File: config.mk
export PLATFORM = sky130hd
export DESIGN_NAME = freq_measure_ctrl
export DESIGN_NICKNAME = d
export VERILOG_FILES = /design/src/rtl/freq_measure_ctrl.sv
export SDC_FILE = /design/constraint.sdc
export NUM_CORES = 1
export LEC_CHECK = 0
export BUFFER_PORTS_ARGS = -buffer_cell sky130_fd_sc_hd__clkbuf_2
export CAP_MARGIN = 20
export CELL_PAD_IN_SITES_DETAIL_PLACEMENT = 1
export CELL_PAD_IN_SITES_GLOBAL_PLACEMENT = 1
export CORE_UTILIZATION = 47
export DETAILED_ROUTE_END_ITERATION = 10
export MAX_ROUTING_LAYER = met4
export PLACE_DENSITY_LB_ADDON = 0.1
export SYNTH_ARGS = -nofsm -noshare
export SYNTH_HDL_FRONTEND = slang
export SYNTH_SLANG_ARGS = --single-unit
File: constraint.sdc
create_clock -name CLK -period 9.6 [get_ports CLK]
set_input_delay 1.44 -clock CLK [delete_from_list [all_inputs] [get_ports CLK]]
set_output_delay 1.44 -clock CLK [all_outputs]
set_load 0.1 [all_outputs]
File: src/rtl/freq_measure_ctrl.sv
// Measures high time, low time and period of an asynchronous input, optionally averaged over 2^AVG_LOG2 periods.
// Averaging is compiled in only when the macro FREQ_MEASURE_AVG_EN is defined.
module freq_measure_ctrl #(
    parameter int CNT_W       = 20,
    parameter int AVG_LOG2    = 2,
    parameter int TIMEOUT_CYC = 1000000
) (
    input  logic             CLK,
    input  logic             RST_N,
    input  logic             IN,
    input  logic             start,
    input  logic             abort,
    output logic             busy,
    output logic             done,
    output logic             valid,
    output logic             timeout_err,
    output logic [CNT_W-1:0] on_count,
    output logic [CNT_W-1:0] off_count,
    output logic [CNT_W-1:0] period
);

`ifdef FREQ_MEASURE_AVG_EN
    localparam int AVG = AVG_LOG2;
`else
    // Single-period build: the parameter is kept only so both builds share one interface.
    localparam int AVG = 0 * AVG_LOG2;
`endif

    localparam int ACC_W = CNT_W + AVG;
    localparam int IDX_W = AVG + 1;
    localparam int TW    = $clog2(TIMEOUT_CYC + 1);
    localparam logic [IDX_W-1:0] NPER = IDX_W'(2 ** AVG);
    localparam logic [TW-1:0]    TMO  = TW'(TIMEOUT_CYC);

    typedef enum logic [2:0] {IDLE, ARM, HIGH, LOW, DONE, ERR} state_t;

    state_t             state;
    logic               s1, ins, ins_d;
    logic               rise, fall;
    logic [CNT_W-1:0]   hi_cnt, lo_cnt, hi_inc, lo_inc;
    logic [ACC_W-1:0]   acc_hi, acc_lo, sum_hi, sum_lo;
    logic [CNT_W-1:0]   avg_hi, avg_lo, per_sat;
    logic [CNT_W:0]     per_sum;
    logic [IDX_W-1:0]   idx, idx_nx;
    logic [TW-1:0]      timer, timer_nx;
    logic               to_err;

    always_ff @(posedge CLK or negedge RST_N) begin
        if (!RST_N) begin
            s1    <= 1'b0;
            ins   <= 1'b0;
            ins_d <= 1'b0;
        end else begin
            s1    <= IN;
            ins   <= s1;
            ins_d <= ins;
        end
    end

    assign rise = ins & ~ins_d;
    assign fall = ~ins & ins_d;

    assign hi_inc   = (hi_cnt == '1) ? hi_cnt : hi_cnt + 1'b1;
    assign lo_inc   = (lo_cnt == '1) ? lo_cnt : lo_cnt + 1'b1;
    assign timer_nx = timer + 1'b1;
    assign idx_nx   = idx + 1'b1;

    // Sums include the period being closed this cycle so the result is ready on the DONE edge.
    assign sum_hi  = acc_hi + ACC_W'(hi_cnt);
    assign sum_lo  = acc_lo + ACC_W'(lo_cnt);
    assign avg_hi  = sum_hi[ACC_W-1:AVG];
    assign avg_lo  = sum_lo[ACC_W-1:AVG];
    assign per_sum = {1'b0, avg_hi} + {1'b0, avg_lo};
    assign per_sat = per_sum[CNT_W] ? '1 : per_sum[CNT_W-1:0];

    assign to_err = (timer_nx == TMO) &&
                    (((state == ARM)  && !rise) ||
                     ((state == HIGH) && !fall) ||
                     ((state == LOW)  && !rise));

    always_ff @(posedge CLK or negedge RST_N) begin
        if (!RST_N) begin
            state       <= IDLE;
            busy        <= 1'b0;
            done        <= 1'b0;
            valid       <= 1'b0;
            timeout_err <= 1'b0;
            on_count    <= '0;
            off_count   <= '0;
            period      <= '0;
            hi_cnt      <= '0;
            lo_cnt      <= '0;
            acc_hi      <= '0;
            acc_lo      <= '0;
            idx         <= '0;
            timer       <= '0;
        end else begin
            done <= 1'b0;
            if ((state != IDLE) && abort) begin
                state <= IDLE;
                busy  <= 1'b0;
            end else if (to_err) begin
                state       <= ERR;
                done        <= 1'b1;
                timeout_err <= 1'b1;
                valid       <= 1'b0;
                on_count    <= '0;
                off_count   <= '0;
                period      <= '0;
            end else begin
                case (state)
                    IDLE: begin
                        if (start) begin
                            state       <= ARM;
                            busy        <= 1'b1;
                            valid       <= 1'b0;
                            timeout_err <= 1'b0;
                            hi_cnt      <= '0;
                            lo_cnt      <= '0;
                            acc_hi      <= '0;
                            acc_lo      <= '0;
                            idx         <= '0;
                            timer       <= '0;
                        end
                    end
                    ARM: begin
                        if (rise) begin
                            state  <= HIGH;
                            hi_cnt <= CNT_W'(1);
                            timer  <= TW'(1);
                        end else begin
                            timer <= timer_nx;
                        end
                    end
                    HIGH: begin
                        if (fall) begin
                            state  <= LOW;
                            lo_cnt <= CNT_W'(1);
                            timer  <= TW'(1);
                        end else begin
                            hi_cnt <= hi_inc;
                            timer  <= timer_nx;
                        end
                    end
                    LOW: begin
                        if (rise) begin
                            acc_hi <= sum_hi;
                            acc_lo <= sum_lo;
                            idx    <= idx_nx;
                            if (idx_nx == NPER) begin
                                state     <= DONE;
                                done      <= 1'b1;
                                valid     <= 1'b1;
                                on_count  <= avg_hi;
                                off_count <= avg_lo;
                                period    <= per_sat;
                            end else begin
                                // The closing edge is also the first high cycle of the next period.
                                state  <= HIGH;
                                hi_cnt <= CNT_W'(1);
                                lo_cnt <= '0;
                                timer  <= TW'(1);
                            end
                        end else begin
                            lo_cnt <= lo_inc;
                            timer  <= timer_nx;
                        end
                    end
                    DONE, ERR: begin
                        state <= IDLE;
                        busy  <= 1'b0;
                    end
                    default: begin
                        state <= IDLE;
                        busy  <= 1'b0;
                    end
                endcase
            end
        end
    end

endmodule

=== After elaboration in Yosys (flattened, before gate mapping) ===
Cells that the tools add are included.

* Register bits: 171
* Input bits: 5
* Output and inout bits: 64
* Logic and storage cells: 144

* Add/subtract/negate cells: 7
* Eq/ne operators: 25
* Mux-type cells: 59
* Bitwise logic cells: 6
* Reduce and logical (&&, ||, !) cells: 30

{| class="wikitable"
|+ Operators by type and width
! cell !! number
|-
| $mux W20 || 28
|-
| $pmux W20 S4 || 2
|-
| $pmux W20 S2 || 2
|-
| $add A20 B1 Y20 const B || 3
|-
| $eq A20 B20 Y1 const B || 3
|-
| $pmux W20 S3 || 1
|-
| $add A20 B20 Y20 || 2
|-
| $add A20 B20 Y21 || 1
|-
| $mux W3 || 7
|-
| $ne A3 B3 Y1 const B || 6
|-
| $mux W1 || 15
|-
| $reduce_and A5 Y1 || 3
|-
| $ne A2 B2 Y1 const B || 7
|-
| $ne A4 B3 Y1 const B || 3
|-
| $pmux W3 S4 || 1
|-
| $reduce_bool A2 Y1 || 6
|-
| $reduce_and A9 Y1 || 1
|-
| $reduce_bool A3 Y1 || 3
|-
| $reduce_and A4 Y1 || 2
|-
| $reduce_and A7 Y1 || 1
|-
| $eq A3 B2 Y1 const B || 2
|-
| $pmux W1 S2 || 3
|-
| $reduce_and A3 Y1 || 2
|-
| $logic_and A1 B1 Y1 || 5
|-
| 11 further kinds || 18
|}

=== Longest topological paths before layout ===
Gate-level depths: netlist of the first run.

* Depth in word-level cells: 9
* Mapped depth: 20
* Depth with buffers taken out: 19

=== Worst setup path before layout of the first run ===
OpenSTA, ideal clock, no wires.

* Path kind: register to register
* Start: reg lo_cnt[0]
* End: reg period[17]
* Arrival: 4.135 ns
* Required time: 9.520 ns
* Setup slack: 5.385 ns
* Cell stages (with the launch flop): 17
* Buffers on the path: 1
* Cells stage by stage: dfrtp_1 > ha_1 > fa_1 > a211oi_1 > nor2_1 > o31a_1 > a211oi_1 > xnor2_1 > ha_1 > nand2_1 > mux2_4 > a22o_4 > o311a_4 > nor4_4 > a21oi_4 > buf_6 > o211ai_2

* Cells in the longest elaborated chain, start to end: 7

{| class="wikitable"
|+ RTL lines
! what !! RTL line !! source
|-
| start: declaration || 40 || <nowiki>logic [CNT_W-1:0] hi_cnt, lo_cnt, hi_inc, lo_inc;</nowiki>
|-
| start signal: assignment || 165 || <nowiki>lo_cnt <= lo_inc;</nowiki>
|-
| $add A20 B20 Y20 || 70 || <nowiki>assign sum_lo = acc_lo + ACC_W'(lo_cnt);</nowiki>
|-
| $add A20 B20 Y21 || 73 || <nowiki>assign per_sum = {1'b0, avg_hi} + {1'b0, avg_lo};</nowiki>
|-
| $mux W20 || 74 || <nowiki>assign per_sat = per_sum[CNT_W] ? '1 : per_sum[CNT_W-1:0];</nowiki>
|-
| $mux W20 || 150 || <nowiki>if (idx_nx == NPER) begin</nowiki>
|-
| $mux W20 || 146 || <nowiki>if (rise) begin</nowiki>
|-
| $mux W20 || 111 || <nowiki>case (state)</nowiki>
|-
| $mux W20 || 102 || <nowiki>end else if (to_err) begin</nowiki>
|-
| end signal: assignment || 156 || <nowiki>period <= per_sat;</nowiki>
|-
| end: declaration || 19 || <nowiki>output logic [CNT_W-1:0] period</nowiki>
|}

Every way passes these cells. The select of a mux whose other input is x is not followed.
A chain may end at the register's enable or synchronous reset.

=== Worst setup path in the final report of the first run ===
* Start: reg timer[0]
* End: reg period[17]

* Cells in the longest elaborated chain, start to end: 5
* Elaborated cells on any way between the ends: 8
* Those cells by class: add/sub: 1; eq/ne: 1; mux: 1; reduce/logical: 5

{| class="wikitable"
|+ RTL lines
! what !! RTL line !! source
|-
| start: declaration || 45 || <nowiki>logic [TW-1:0] timer, timer_nx;</nowiki>
|-
| start signal: assignment || 132 || <nowiki>timer <= timer_nx;</nowiki>
|-
| start signal: assignment || 142 || <nowiki>timer <= timer_nx;</nowiki>
|-
| start signal: assignment || 166 || <nowiki>timer <= timer_nx;</nowiki>
|-
| $add A20 B1 Y20 * || 65 || <nowiki>assign timer_nx = timer + 1'b1;</nowiki>
|-
| $eq A20 B20 Y1 * || 76 || <nowiki>assign to_err = (timer_nx == TMO) &&</nowiki>
|-
| $logic_and A1 B1 Y1 * || 76 ||
|-
| $reduce_bool A2 Y1 (no source line) || -- ||
|-
| $reduce_and A4 Y1 (no source line) || -- ||
|}

Every way passes the cells marked *; elsewhere a longest branch is shown, timed or not.

==> results of run 1 <==
[Yosys cell counts (3+ instances only)]
master / number / share of area
nor3_1: 12 / 0.0057
dfrtp_1: 171 / 0.40
o21a_1: 6 / 0.0043
o311ai_0: 4 / 0.0033
o211ai_1: 12 / 0.0085
nand2b_1: 13 / 0.0077
xnor2_1: 32 / 0.026
a22oi_1: 5 / 0.0035
a21oi_1: 63 / 0.030
and4_1: 3 / 0.0025
and3_2: 3 / 0.0021
nand3_1: 33 / 0.016
and2_1: 8 / 0.0047
a211oi_1: 13 / 0.0092
mux2i_1: 4 / 0.0038
clkbuf_1: 38 / 0.013
o41ai_1: 8 / 0.0066
or3_1: 8 / 0.0047
or2_2: 5 / 0.0030
o21ai_0: 176 / 0.083
a31oi_1: 24 / 0.014
buf_2: 13 / 0.0061
o31ai_1: 27 / 0.019
a21o_1: 10 / 0.0071
o21bai_1: 7 / 0.0050
fa_1: 3 / 0.0057
inv_1: 32 / 0.011
nor2_1: 99 / 0.035
o22ai_1: 3 / 0.0018
buf_6: 4 / 0.0043
nor4_1: 4 / 0.0024
nor2b_1: 6 / 0.0035
nand4_1: 14 / 0.0083
clkbuf_2: 3 / 0.0014
o2111ai_1: 3 / 0.0025
xor2_1: 13 / 0.011
a41oi_1: 5 / 0.0041
ha_1: 58 / 0.069
nand2_1: 159 / 0.056
and3_1: 31 / 0.018
a22o_1: 30 / 0.025
[where the power goes]
| part | internal (mW) | switching [mW] |
|---|---|---|
| sequential | 0.833 | 0.0915 |
| combinational | 0.181 | 1.06 |
| clock | 0.454 | 0.323 |
[worst register-to-register path: stages, from the launching register on]
cell	delay (ps)
dfrtp_1	410
ha_1	360
nand4_2	190
nor4_1	520
xnor2_1	150
a2111oi_0	500
o2111a_1	800
a21oi_1	170
or2_2	340
buf_4	360
inv_2	510
nand2_1	360
nor2_1	190
mux2i_1	110
o211ai_2	80
[logic make-up after synthesis]
family | share of synthesized area
and+or+nand+nor | 0.180
AOI/OAI and AO/OA | 0.256
muxes | 0.00733
xor gates and xnor gates | 0.0372
adders and majority gates | 0.0742
DFF | 0.404
buffers and inverters | 0.0407
[state kept, by name, indices dropped and copies added, names as in the netlist, 3 cells and up]
signal and cells:
hi_cnt 20, acc_lo 20, on_count 20, off_count 20
lo_cnt 20, acc_hi 20, state 3, timer 20
period 20
[metal layers]
metal	wire length [um]	share of wire
met3	834	0.026
met5	0	0
met1	15400	0.48
met4	545	0.017
met2	15600	0.48
[final timing paths]
kind	startpoint	slack [ps]	to
min in group asynchronous	RST_N	1010	hi_cnt[17]
hold / removal	s1	370	ins
max in group asynchronous	RST_N	6870	lo_cnt[5]
setup reg to reg	timer[0]	4480	period[17]
setup / recovery	timer[0]	4480	period[17]
hold reg to reg	s1	370	ins
[area by class of cell]
cell class	instances	share of cell area
clock buffer	20	0.0389
timing repair buffer	78	0.0360
sequential	171	0.365
tap	280	0.0299
clock inverter	12	0.0159
multi-input combinational	946	0.504
inverter	33	0.0106
[layout by cell type, fill, tap and decap left out, drive strengths merged, types with 16 or more instances in the layout]
master / n
clkbuf: 87
dfrtp: 171
and3: 34
a31oi: 25
nand3: 33
a21oi: 64
a22o: 32
xnor2: 32
ha: 58
inv: 36
nand4: 16
o21ai: 177
nand2: 159
nor2: 99
o31ai: 27
==> PnR_summary.wiki, run 1 <==
{| class="wikitable"
! Metric !! Value
|-
| Outcome || finished with violations
|-
| Violations in the final reports || DRC
|-
| Crit path buffers/inverters || 2
|-
| TritonCTS sink count || 171
|-
| Overall routed net length || 32.3 mm
|-
| Root buffer cell || clkbuf_16
|-
| Number of warnings reported in the yosys synthesis log || 0
|-
| Average footprint of a synthesized cell || 8.74 um2
|-
| Worst Hold Class || register to register
|-
| Worst-case setup margin in the final layout || 4480 ps
|-
| Critical path class || register to register
|-
| Setup TNS Final || 0 ps
|-
| FILL cells || 2603
|-
| Instance count along the most critical hold path || 0
|-
| Max-slew violation count || 0
|-
| Number of global-route vias before repair || 9740
|-
| Worst slack after detailed placement || 4630 ps
|-
| Final HPWL from detailed placement || 23.3 mm
|-
| Post-detailed-route DRC marker count || 17
|-
| Global routing usage on met2 || 0.488
|-
| Final period demand of the worst path || 5120 ps
|-
| Number of logic stages on the critical path including buffering || 14
|-
| Signed area change from the synthesized netlist to the final layout || 10.8%
|-
| Clock transition at path regs || 70 ps
|-
| Setup skew after layout || 15.9 ps
|-
| Static leakage || 5.61 nW
|-
| Power density over the cells || 251 mW/mm2
|-
| #FFs+latches synth || 171
|-
| Asr flop ratio synth || 1.00
|-
| PnR Total Power || 2.94 mW
|-
| # placed instances || 1508
|-
| Post-route antenna net violation count || 0
|-
| Final Setup Violations || 0
|-
| Height of the die || 152 um
|-
| Met3 GRT Util || 0.0302
|-
| Number of max-capacitance violations reported || 0
|-
| Cells on worst reg2reg path || 14
|-
| Final design instance area without fill || 0.0117 mm2
|-
| Arrival time of the worst setup path || 5490 ps
|-
| Overall routing resource usage || 0.303
|-
| Multi-input gate area || 0.00591 mm2
|-
| Number of nets in the final layout || 1313
|-
| Register area || 0.00428 mm2
|-
| Critical Path Source Type || register
|-
| Worst Tran Pin Value || 967 ps
|-
| Clock latency on the worst-skew pair || 450 ps
|-
| Share of the core filled with cells in the final layout || 0.534
|-
| Worst-path cell with the longest stage delay || o2111a_1
|-
| Vias || 9458
|-
| H-tree Lvls || 4
|-
| Maximum buffer depth of the clock tree || 2
|-
| Die Footprint || 0.0231 mm2
|-
| Maximum number of pins on one net before global-route repair || 89
|-
| Seq/Total Area, Yosys || 0.404
|-
| Finished Layout Cells || 1540
|-
| Number of antenna repair diodes || 0
|-
| List of cells traversed by the critical path || ha_1 -> nand4_2 -> nor4_1 -> xnor2_1 -> a2111oi_0 -> o2111a_1 -> a21oi_1 -> or2_2 -> buf_4 -> inv_2 -> nand2_1 -> nor2_1 -> mux2i_1 -> o211ai_2
|-
| Top cell family by delay on the critical path || simple AND/OR/NAND/NOR gates
|-
| Buffers on Ports || 68
|-
| First DRT Iteration DRCs || 580
|-
| Worst relative slew slack || 0.353
|-
| Netlist Area Pre-Place || 0.0106 mm2
|-
| Global placer's final weighted congestion || 0.896
|-
| Max Clk Rate || 195 MHz
|-
| Hold WS || 366 ps
|-
| GRT Max-Usage Layer || met2
|-
| Count of distinct cell types in the synthesized netlist || 79
|-
| Fraction of layout instances using a drive strength above 1 || 0.114
|-
| Setup repair after global routing missed its margin || no
|-
| Area post-placement || 0.0111 mm2
|-
| Largest voltage drop on the vdd net || 0.217 mV
|-
| Overall die width || 152 um
|-
| Routed WL per cell || 21.0 um
|-
| Number of optimization iterations in the first detailed-route pass || 7
|-
| Number of hold-repair buffers added at the cts stage || 0
|-
| Crit path required time || 9970 ps
|-
| Clock tree from TritonCTS || built
|-
| Most used flip-flop cell after synthesis || dfrtp_1
|-
| Overall overflow remaining after global route || 0
|-
| Type of element capturing the critical path || register
|-
| Share of the clock period used by the worst path || 0.534
|-
| Slowest stage delay, CP || 800 ps
|-
| Number of buffers created by CTS || 17
|-
| First-pass GRT wire length || 54.2 mm
|-
| Row count || 54
|-
| Post-CTS Setup Repair Bufs || 0
|-
| Starting utilization of the core area || 0.482
|-
| Met1 demand-to-capacity share in global routing || 0.408
|-
| Crit Path Max Fanout || 88
|-
| Number of instances in the synthesized netlist || 1212
|-
| Number of synthesized flops with an enable pin || 0
|-
| Vias per std cell || 6.14
|-
| Final number of hold-violating endpoints || 0
|-
| Antenna violations before repair || 0
|-
| Net count after synthesis || 1278
|-
| Floorplan core area || 0.0220 mm2
|-
| Count of cells resized by post-cts repair || 0
|-
| I/O pin count || 69
|}
Power figures use the tool's default switching activity.
==> run 2: changes to the inputs <==
--- a/config.mk
+++ b/config.mk
@@ -9,7 +9,7 @@
 export CAP_MARGIN = 20
 export CELL_PAD_IN_SITES_DETAIL_PLACEMENT = 1
 export CELL_PAD_IN_SITES_GLOBAL_PLACEMENT = 1
-export CORE_UTILIZATION = 47
+export CORE_UTILIZATION = 43
 export DETAILED_ROUTE_END_ITERATION = 10
 export MAX_ROUTING_LAYER = met4
 export PLACE_DENSITY_LB_ADDON = 0.1
==> constraint.sdc (replaced) <==
create_clock -name CLK -period 4.6 [get_ports CLK]
set_input_delay 0.69 -clock CLK [delete_from_list [all_inputs] [get_ports CLK]]
set_output_delay 0.69 -clock CLK [all_outputs]
set_load 0.1 [all_outputs]
==> PnR_summary.wiki, run 2 (same netlist as run 1, synthesis figures left out) <==
{| class="wikitable"
! Metric !! Value
|-
| Outcome || complete, no violations
|-
| Most frequent cells in the layout || o21ai_0, dfrtp_1, nand2_1, nor2_1, clkbuf_2
|-
| Number of global-route vias before repair || 9892 (+1.6%)
|-
| Final HPWL from detailed placement || 24.3 mm (+4.2%)
|-
| Height of the die || 159 um (+4.5%)
|-
| Setup skew after layout || 15.9 ps (+0.00620 ps)
|-
| Vias per std cell || 5.94 (-3.3%)
|-
| Crit Path Max Fanout || 16 (-82%)
|-
| TritonCTS sink count || 171 (unchanged)
|-
| Max-slew violation count || 0 (unchanged)
|-
| Starting utilization of the core area || 0.437 (-0.0455)
|-
| P_sw || 3.09 mW (+110%)
|-
| Setup TNS Final || 0 ps (unchanged)
|-
| Critical path class || register to register
|-
| Cells on worst reg2reg path || 17 (+3)
|-
| Die Footprint || 0.0253 mm2 (+9.2%)
|-
| Reg-to-reg slack, setup || 230 ps (-4240 ps)
|-
| Clock transition at path regs || 80 ps (about the same)
|-
| Number of nets in the final layout || 1345 (+2.4%)
|-
| First-pass GRT wire length || 54.9 mm (+1.4%)
|-
| Worst Tran Pin Value || 1030 ps (+58.5 ps)
|-
| Antenna violations before repair || 0 (unchanged)
|-
| Number of optimization iterations in the first detailed-route pass || 5 (-2)
|-
| Worst-path cell with the longest stage delay || fa_1
|-
| Post-detailed-route DRC marker count || 0 (-17)
|-
| Overall overflow remaining after global route || 0 (unchanged)
|-
| Root buffer cell || clkbuf_16
|-
| Number of hold-repair buffers added at the cts stage || 0 (unchanged)
|-
| Number of max-capacitance violations reported || 0 (unchanged)
|-
| Worst Hold Class || input port to asynchronous set/reset pin
|-
| Final design instance area without fill || 0.0120 mm2 (+2.2%)
|-
| Final Setup Violations || 0 (unchanged)
|-
| Clock tree from TritonCTS || built
|-
| Internal power || 2.83 mW (+93%)
|-
| Number of buffers created by CTS || 17 (unchanged)
|-
| Row count || 57 (+5.6%)
|-
| Fraction of power consumed by sequential logic || 0.324 (+0.010)
|-
| Final period demand of the worst path || 4370 ps (-756 ps)
|-
| Final number of hold-violating endpoints || 0 (unchanged)
|-
| Largest voltage drop on the vdd net || 0.447 mV (+110%)
|-
| # placed instances || 1582 (+4.9%)
|-
| Worst slack after detailed placement || 3.67 ps (-4630 ps)
|-
| Max Clk Rate || 229 MHz (+17%)
|-
| Clk network pwr share || 0.237 (-0.027)
|-
| Slowest stage delay, CP || 440 ps (-360 ps)
|-
| Share of the core filled with cells in the final layout || 0.494 (-0.0397)
|-
| Maximum buffer depth of the clock tree || 2 (unchanged)
|-
| Share of the clock period used by the worst path || 0.949 (+0.416)
|-
| Static leakage || 5.74 nW (+2.4%)
|-
| Type of element capturing the critical path || register
|-
| Most numerous cell on the critical path || ha_1
|-
| Fraction of power spent switching nets || 0.522 (+0.0212)
|-
| Destination of the worst register-to-register timing path || period[2]
|-
| I/O pin count || 69 (unchanged)
|-
| Vias || 9592 (+1.4%)
|-
| Maximum number of pins on one net before global-route repair || 91 (+2.2%)
|-
| Crit path required time || 4970 ps (-5000 ps)
|-
| Signed area change from the synthesized netlist to the final layout || 13.2%
|-
| Overall die width || 159 um (+4.5%)
|-
| Buffers on Ports || 68 (unchanged)
|-
| Arrival time of the worst setup path || 4740 ps (-750 ps)
|-
| Area post-placement || 0.0114 mm2 (+2.6%)
|-
| Fraction of layout instances using a drive strength above 1 || 0.144 (+0.0298)
|-
| Worst relative slew slack || 0.314 (-0.0391)
|-
| Overall routed net length || 33.4 mm (+3.3%)
|-
| Number of antenna repair diodes || 0 (unchanged)
|-
| H-tree Lvls || 4 (unchanged)
|-
| Floorplan core area || 0.0242 mm2 (+10%)
|-
| Power density over the cells || 494 mW/mm2 (+97%)
|-
| Comb pwr share || 0.439 (+0.018)
|-
| Global placer's final weighted congestion || 0.868 (-3.1%)
|-
| Finished Layout Cells || 1615 (+4.9%)
|-
| Critical Path Source Type || register
|-
| Routed WL per cell || 20.7 um (-1.5%)
|-
| List of cells traversed by the critical path || ha_1 -> fa_1 -> a211oi_1 -> nor2_1 -> o31a_1 -> a211oi_2 -> xnor2_1 -> ha_1 -> nand2_1 -> mux2_4 -> a22o_4 -> o311a_4 -> nor4_4 -> buf_4 -> a21oi_4 -> buf_12 -> a31oi_1
|-
| Clock latency on the worst-skew pair || 460 ps (about the same)
|-
| Worst-case setup margin in the final layout || 233 ps (-4240 ps)
|-
| Post-route antenna net violation count || 0 (unchanged)
|-
| First DRT Iteration DRCs || 525 (-9.5%)
|-
| Overall routing resource usage || 0.283 (-0.0204)
|-
| Most common cell after layout, fill and taps aside || o21ai_0
|-
| Startpoint of the most critical register-to-register path || lo_cnt[0]
|}
## run 2: cell count changes in the layout (fill, tap and decap cells not counted), moves of 3 or more
cell | previous run | this run
buf_4 | 10 | 41
bufinv_16 | 4 | 0
clkinvlp_4 | 2 | 6
o21ai_0 | 176 | 173
o21ai_1 | 1 | 4
xnor2_1 | 32 | 29
xnor2_2 | 0 | 3
## run 2: power by group through the flow
stage	clock [mW]	sequential [mW]	combinational, mW
2_1_floorplan	0	3.40	0.581
3_3_place_gp	0	1.94	2.59
3_5_place_dp	0	1.95	2.61
4_1_cts	1.41	1.92	2.62
5_1_grt	1.47	1.95	2.74
6_report	1.40	1.92	2.60
## run 2: worst max-delay path: cells and delay by family, from the launching register on
kind / cells / cell delay (ps)
buffers and inverters: 2 / 340
adders and majority gates: 3 / 1050
muxes: 1 / 270
AOI/OAI and AO/OA: 7 / 1730
xor gates and xnor gates: 1 / 160
and+or+nand+nor: 3 / 330
DFF: 1 / 420
## run 2: worst max path at each step
stage,start,end,slack [ps]
floorplan,lo_cnt[0],period[17],390
global route,lo_cnt[8],period[9],-10
CTS,lo_cnt[0],period[2],1
global placement,lo_cnt[8],period[6],160
detailed placement,lo_cnt[0],period[2],4
finish,lo_cnt[0],period[2],230
## run 2: metal layers
| layer | GRT usage | up-vias | wire length (um) |
|---|---|---|---|
| met5 | - | - | 0 |
| met4 | 0.0730 | 0 | 586 |
| met3 | 0.0353 | 37 | 774 |
| met2 | 0.452 | 130 | 16000 |
| met1 | 0.380 | 4878 | 16000 |
| li1 | - | 4547 | - |
## run 2: area by class of cell
| type | count | area, um2 |
|---|---|---|
| fillers | 2889 | 12300 |
| multi-input cells | 946 | 5960 |
| flip-flops and latches | 171 | 4280 |
| repair buffers | 110 | 674 |
| clock buffers | 17 | 425 |
| well taps | 324 | 405 |
| inverters | 33 | 124 |
| clock inverters | 14 | 114 |
## run 2: what timing repair did
item,in CTS,in global routing
endpoints found under the setup margin,0,20
buffers inserted,0,2
gates resized for setup,0,16
## run 2: per-stage QoR
stage          hold slack (ps)  power [mW]
6_report                   329        5.92
5_1_grt                    334        6.16
4_1_cts                    335        5.95
3_5_place_dp               349        4.56
3_3_place_gp               333        4.53
2_1_floorplan              331        3.98
==> run 3: changes to the inputs <==
--- a/config.mk
+++ b/config.mk
@@ -9,7 +9,7 @@
 export CAP_MARGIN = 20
 export CELL_PAD_IN_SITES_DETAIL_PLACEMENT = 1
 export CELL_PAD_IN_SITES_GLOBAL_PLACEMENT = 1
-export CORE_UTILIZATION = 43
+export CORE_UTILIZATION = 35
 export DETAILED_ROUTE_END_ITERATION = 10
 export MAX_ROUTING_LAYER = met4
 export PLACE_DENSITY_LB_ADDON = 0.1
==> PnR_summary.wiki, run 3 (same netlist as run 1, synthesis figures left out) <==
{| class="wikitable"
! Metric !! Value
|-
| Outcome || complete, no violations
|-
| H-tree Lvls || 4 (unchanged)
|-
| First DRT Iteration DRCs || 424 (-19%)
|-
| Critical Path Source Type || register
|-
| Crit path required time || 4960 ps (about the same)
|-
| Clock tree from TritonCTS || built
|-
| Power density over the cells || 496 mW/mm2 (+0.26%)
|-
| Final HPWL from detailed placement || 26.0 mm (+6.8%)
|-
| Top routing layer used || met4
|-
| Met3 wire len || 895 um (+16%)
|-
| Signed area change from the synthesized netlist to the final layout || 15.0%
|-
| P_sw || 3.07 mW (-0.59%)
|-
| Vias || 9503 (-0.93%)
|-
| Routed WL per cell || 20.9 um (+1.1%)
|-
| Final number of hold-violating endpoints || 0 (unchanged)
|-
| Static leakage || 5.80 nW (+0.94%)
|-
| Max Clk Rate || 231 MHz (+0.74%)
|-
| Arrival time of the worst setup path || 4700 ps (-40 ps)
|-
| Clk network pwr share || 0.246 (+0.009)
|-
| Floorplan core area || 0.0297 mm2 (+23%)
|-
| Type of element capturing the critical path || register
|-
| Number of antenna repair diodes || 0 (unchanged)
|-
| Share of the clock period used by the worst path || 0.942 (-0.00699)
|-
| Number of buffers created by CTS || 17 (unchanged)
|-
| Total routed wire length on the met1 layer || 17.2 mm (+7.6%)
|-
| Overall die width || 176 um (+11%)
|-
| Number of max-capacitance violations reported || 0 (unchanged)
|-
| Overall routed net length || 35.3 mm (+5.7%)
|-
| Overall routing resource usage || 0.245 (-0.0381)
|-
| First-pass GRT wire length || 56.7 mm (+3.3%)
|-
| Fraction of power consumed by sequential logic || 0.319 (-0.005)
|-
| Area post-placement || 0.0115 mm2 (+1.2%)
|-
| FILL cells || 3511 (+22%)
|-
| Worst relative slew slack || 0.270 (-0.0431)
|-
| Most common cell after layout, fill and taps aside || o21ai_0
|-
| Buffers on Ports || 68 (unchanged)
|-
| Number of nets in the final layout || 1350 (+0.37%)
|-
| Crit Path Max Fanout || 17 (+1)
|-
| Setup repair after global routing missed its margin || no
|-
| Maximum buffer depth of the clock tree || 2 (unchanged)
|-
| Number of optimization iterations in the first detailed-route pass || 5 (unchanged)
|-
| Critical path class || register to register
|-
| # placed instances || 1654 (+4.6%)
|-
| TritonCTS sink count || 171 (unchanged)
|-
| Starting utilization of the core area || 0.356 (-0.0804)
|-
| Root buffer cell || clkbuf_16
|-
| Comb pwr share || 0.435 (-0.004)
|-
| Clock latency on the worst-skew pair || 450 ps (about the same)
|-
| Antenna violations before repair || 0 (unchanged)
|-
| Worst Hold Class || input port to register
|-
| Register area || 0.00428 mm2 (about the same)
|-
| Global placer's final weighted congestion || 0.878 (+1.1%)
|-
| Final design instance area without fill || 0.0122 mm2 (+1.6%)
|-
| Setup TNS Final || 0 ps (unchanged)
|-
| Die Footprint || 0.0309 mm2 (+23%)
|-
| Vias per std cell || 5.63 (-5.2%)
|-
| Post-detailed-route DRC marker count || 0 (unchanged)
|-
| Met2 routed wirelength || 16.6 mm (+3.6%)
|-
| Finished Layout Cells || 1687 (+4.5%)
|-
| Height of the die || 176 um (+11%)
|-
| Number of hold-repair buffers added at the cts stage || 0 (unchanged)
|-
| Number of global-route vias before repair || 9668 (-2.3%)
|-
| Worst-path cell with the longest stage delay || dfrtp_2
|-
| Clock transition at path regs || 70 ps (about the same)
|-
| Worst Tran Pin Value || 1090 ps (+66.1 ps)
|-
| Worst-case setup margin in the final layout || 265 ps (+32.2 ps)
|-
| Largest voltage drop on the vdd net || 0.355 mV (-21%)
|-
| I/O pin count || 69 (unchanged)
|-
| Overall overflow remaining after global route || 0 (unchanged)
|-
| Fraction of layout instances using a drive strength above 1 || 0.150 (+0.00550)
|-
| Final Setup Violations || 0 (unchanged)
|-
| List of cells traversed by the critical path || ha_1 -> fa_2 -> a211oi_2 -> nor2_1 -> o2111ai_1 -> nand2b_1 -> xor2_1 -> buf_4 -> ha_1 -> nand2_1 -> mux2_4 -> a22o_4 -> o311a_4 -> nor4_4 -> buf_4 -> a21oi_4 -> buf_12 -> a31oi_1
|-
| Most frequent cells in the layout || o21ai_0, dfrtp_1, nand2_1, nor2_1, clkbuf_2
|-
| Top cell family by delay on the critical path || compound AO/OA/AOI/OAI gates
|-
| Row count || 63 (+11%)
|-
| Worst slack after detailed placement || 90.8 ps (+87.2 ps)
|-
| Multi-input gate area || 0.00597 mm2 (about the same)
|-
| Max-slew violation count || 0 (unchanged)
|-
| Setup skew after layout || 17.1 ps (+1.17 ps)
|-
| Maximum number of pins on one net before global-route repair || 92 (+1.1%)
|-
| Internal power || 2.96 mW (+4.5%)
|-
| Fraction of power spent switching nets || 0.509 (-0.0125)
|-
| Final period demand of the worst path || 4330 ps (-32.2 ps)
|-
| Post-route antenna net violation count || 0 (unchanged)
|-
| Hold WS || 352 ps (+22.7 ps)
|-
| Crit path buffers/inverters || 3 (+1)
|-
| Slowest stage delay, CP || 440 ps (about the same)
|}
## run 3: final timing paths
check / startpoint / to / slack (ps) / cells after the start
worst min-delay path: IN / s1 / 350 / 1
worst min register to register: s1 / ins / 370 / 0
worst max register to register: hi_cnt[0] / period[8] / 270 / 18
worst max-delay path: hi_cnt[0] / period[8] / 270 / 18
max in group asynchronous: RST_N / acc_lo[9] / 3200 / 2
min in group asynchronous: RST_N / hi_cnt[5] / 380 / 1
## run 3: power groups by stage
stage / Sequential [mW] / Clock [mW] / Combinational (mW)
2_1_floorplan: 3.40 / 0 / 0.581
5_1_grt: 1.96 / 1.57 / 2.78
4_1_cts: 1.93 / 1.52 / 2.65
3_5_place_dp: 1.95 / 0 / 2.64
3_3_place_gp: 1.95 / 0 / 2.63
6_report: 1.92 / 1.48 / 2.62
## run 3: metrics by stage
| stage | utilization | power, mW |
|---|---|---|
| final | 0.410 | 6.03 |
| after global routing | 0.410 | 6.31 |
| after CTS | 0.407 | 6.10 |
| after detailed placement | 0.388 | 4.60 |
| after global placement | 0.388 | 4.58 |
| after floorplan | - | 3.98 |
## run 3: repair_timing
action	4_1_cts	5_1_grt
buffers inserted	0	1
gates resized for setup	0	17
endpoints found under the setup margin	0	20
## run 3: final cells by class
class	instances	share of cell area
multi-input cells	946	0.490
flip-flops and latches	171	0.352
repair buffers	115	0.0595
well taps	390	0.0401
clock buffers	22	0.0398
inverters	33	0.0102
clock inverters	10	0.00884
## run 3: worst register-to-register path: stages, from the launching register on
cell and delay, ps:
dfrtp_2 440, ha_1 250, fa_2 380, a211oi_2 200
nor2_1 140, o2111ai_1 270, nand2b_1 110, xor2_1 150
buf_4 160, ha_1 320, nand2_1 70, mux2_4 280
a22o_4 280, o311a_4 370, nor4_4 250, buf_4 180
a21oi_4 60, buf_12 160, a31oi_1 180
## run 3: metal layers
layer	vias to the layer above	global-route usage
met5	-	-
met1	4805	0.330
met4	0	0.0623
met2	111	0.384
li1	4557	-
met3	30	0.0355
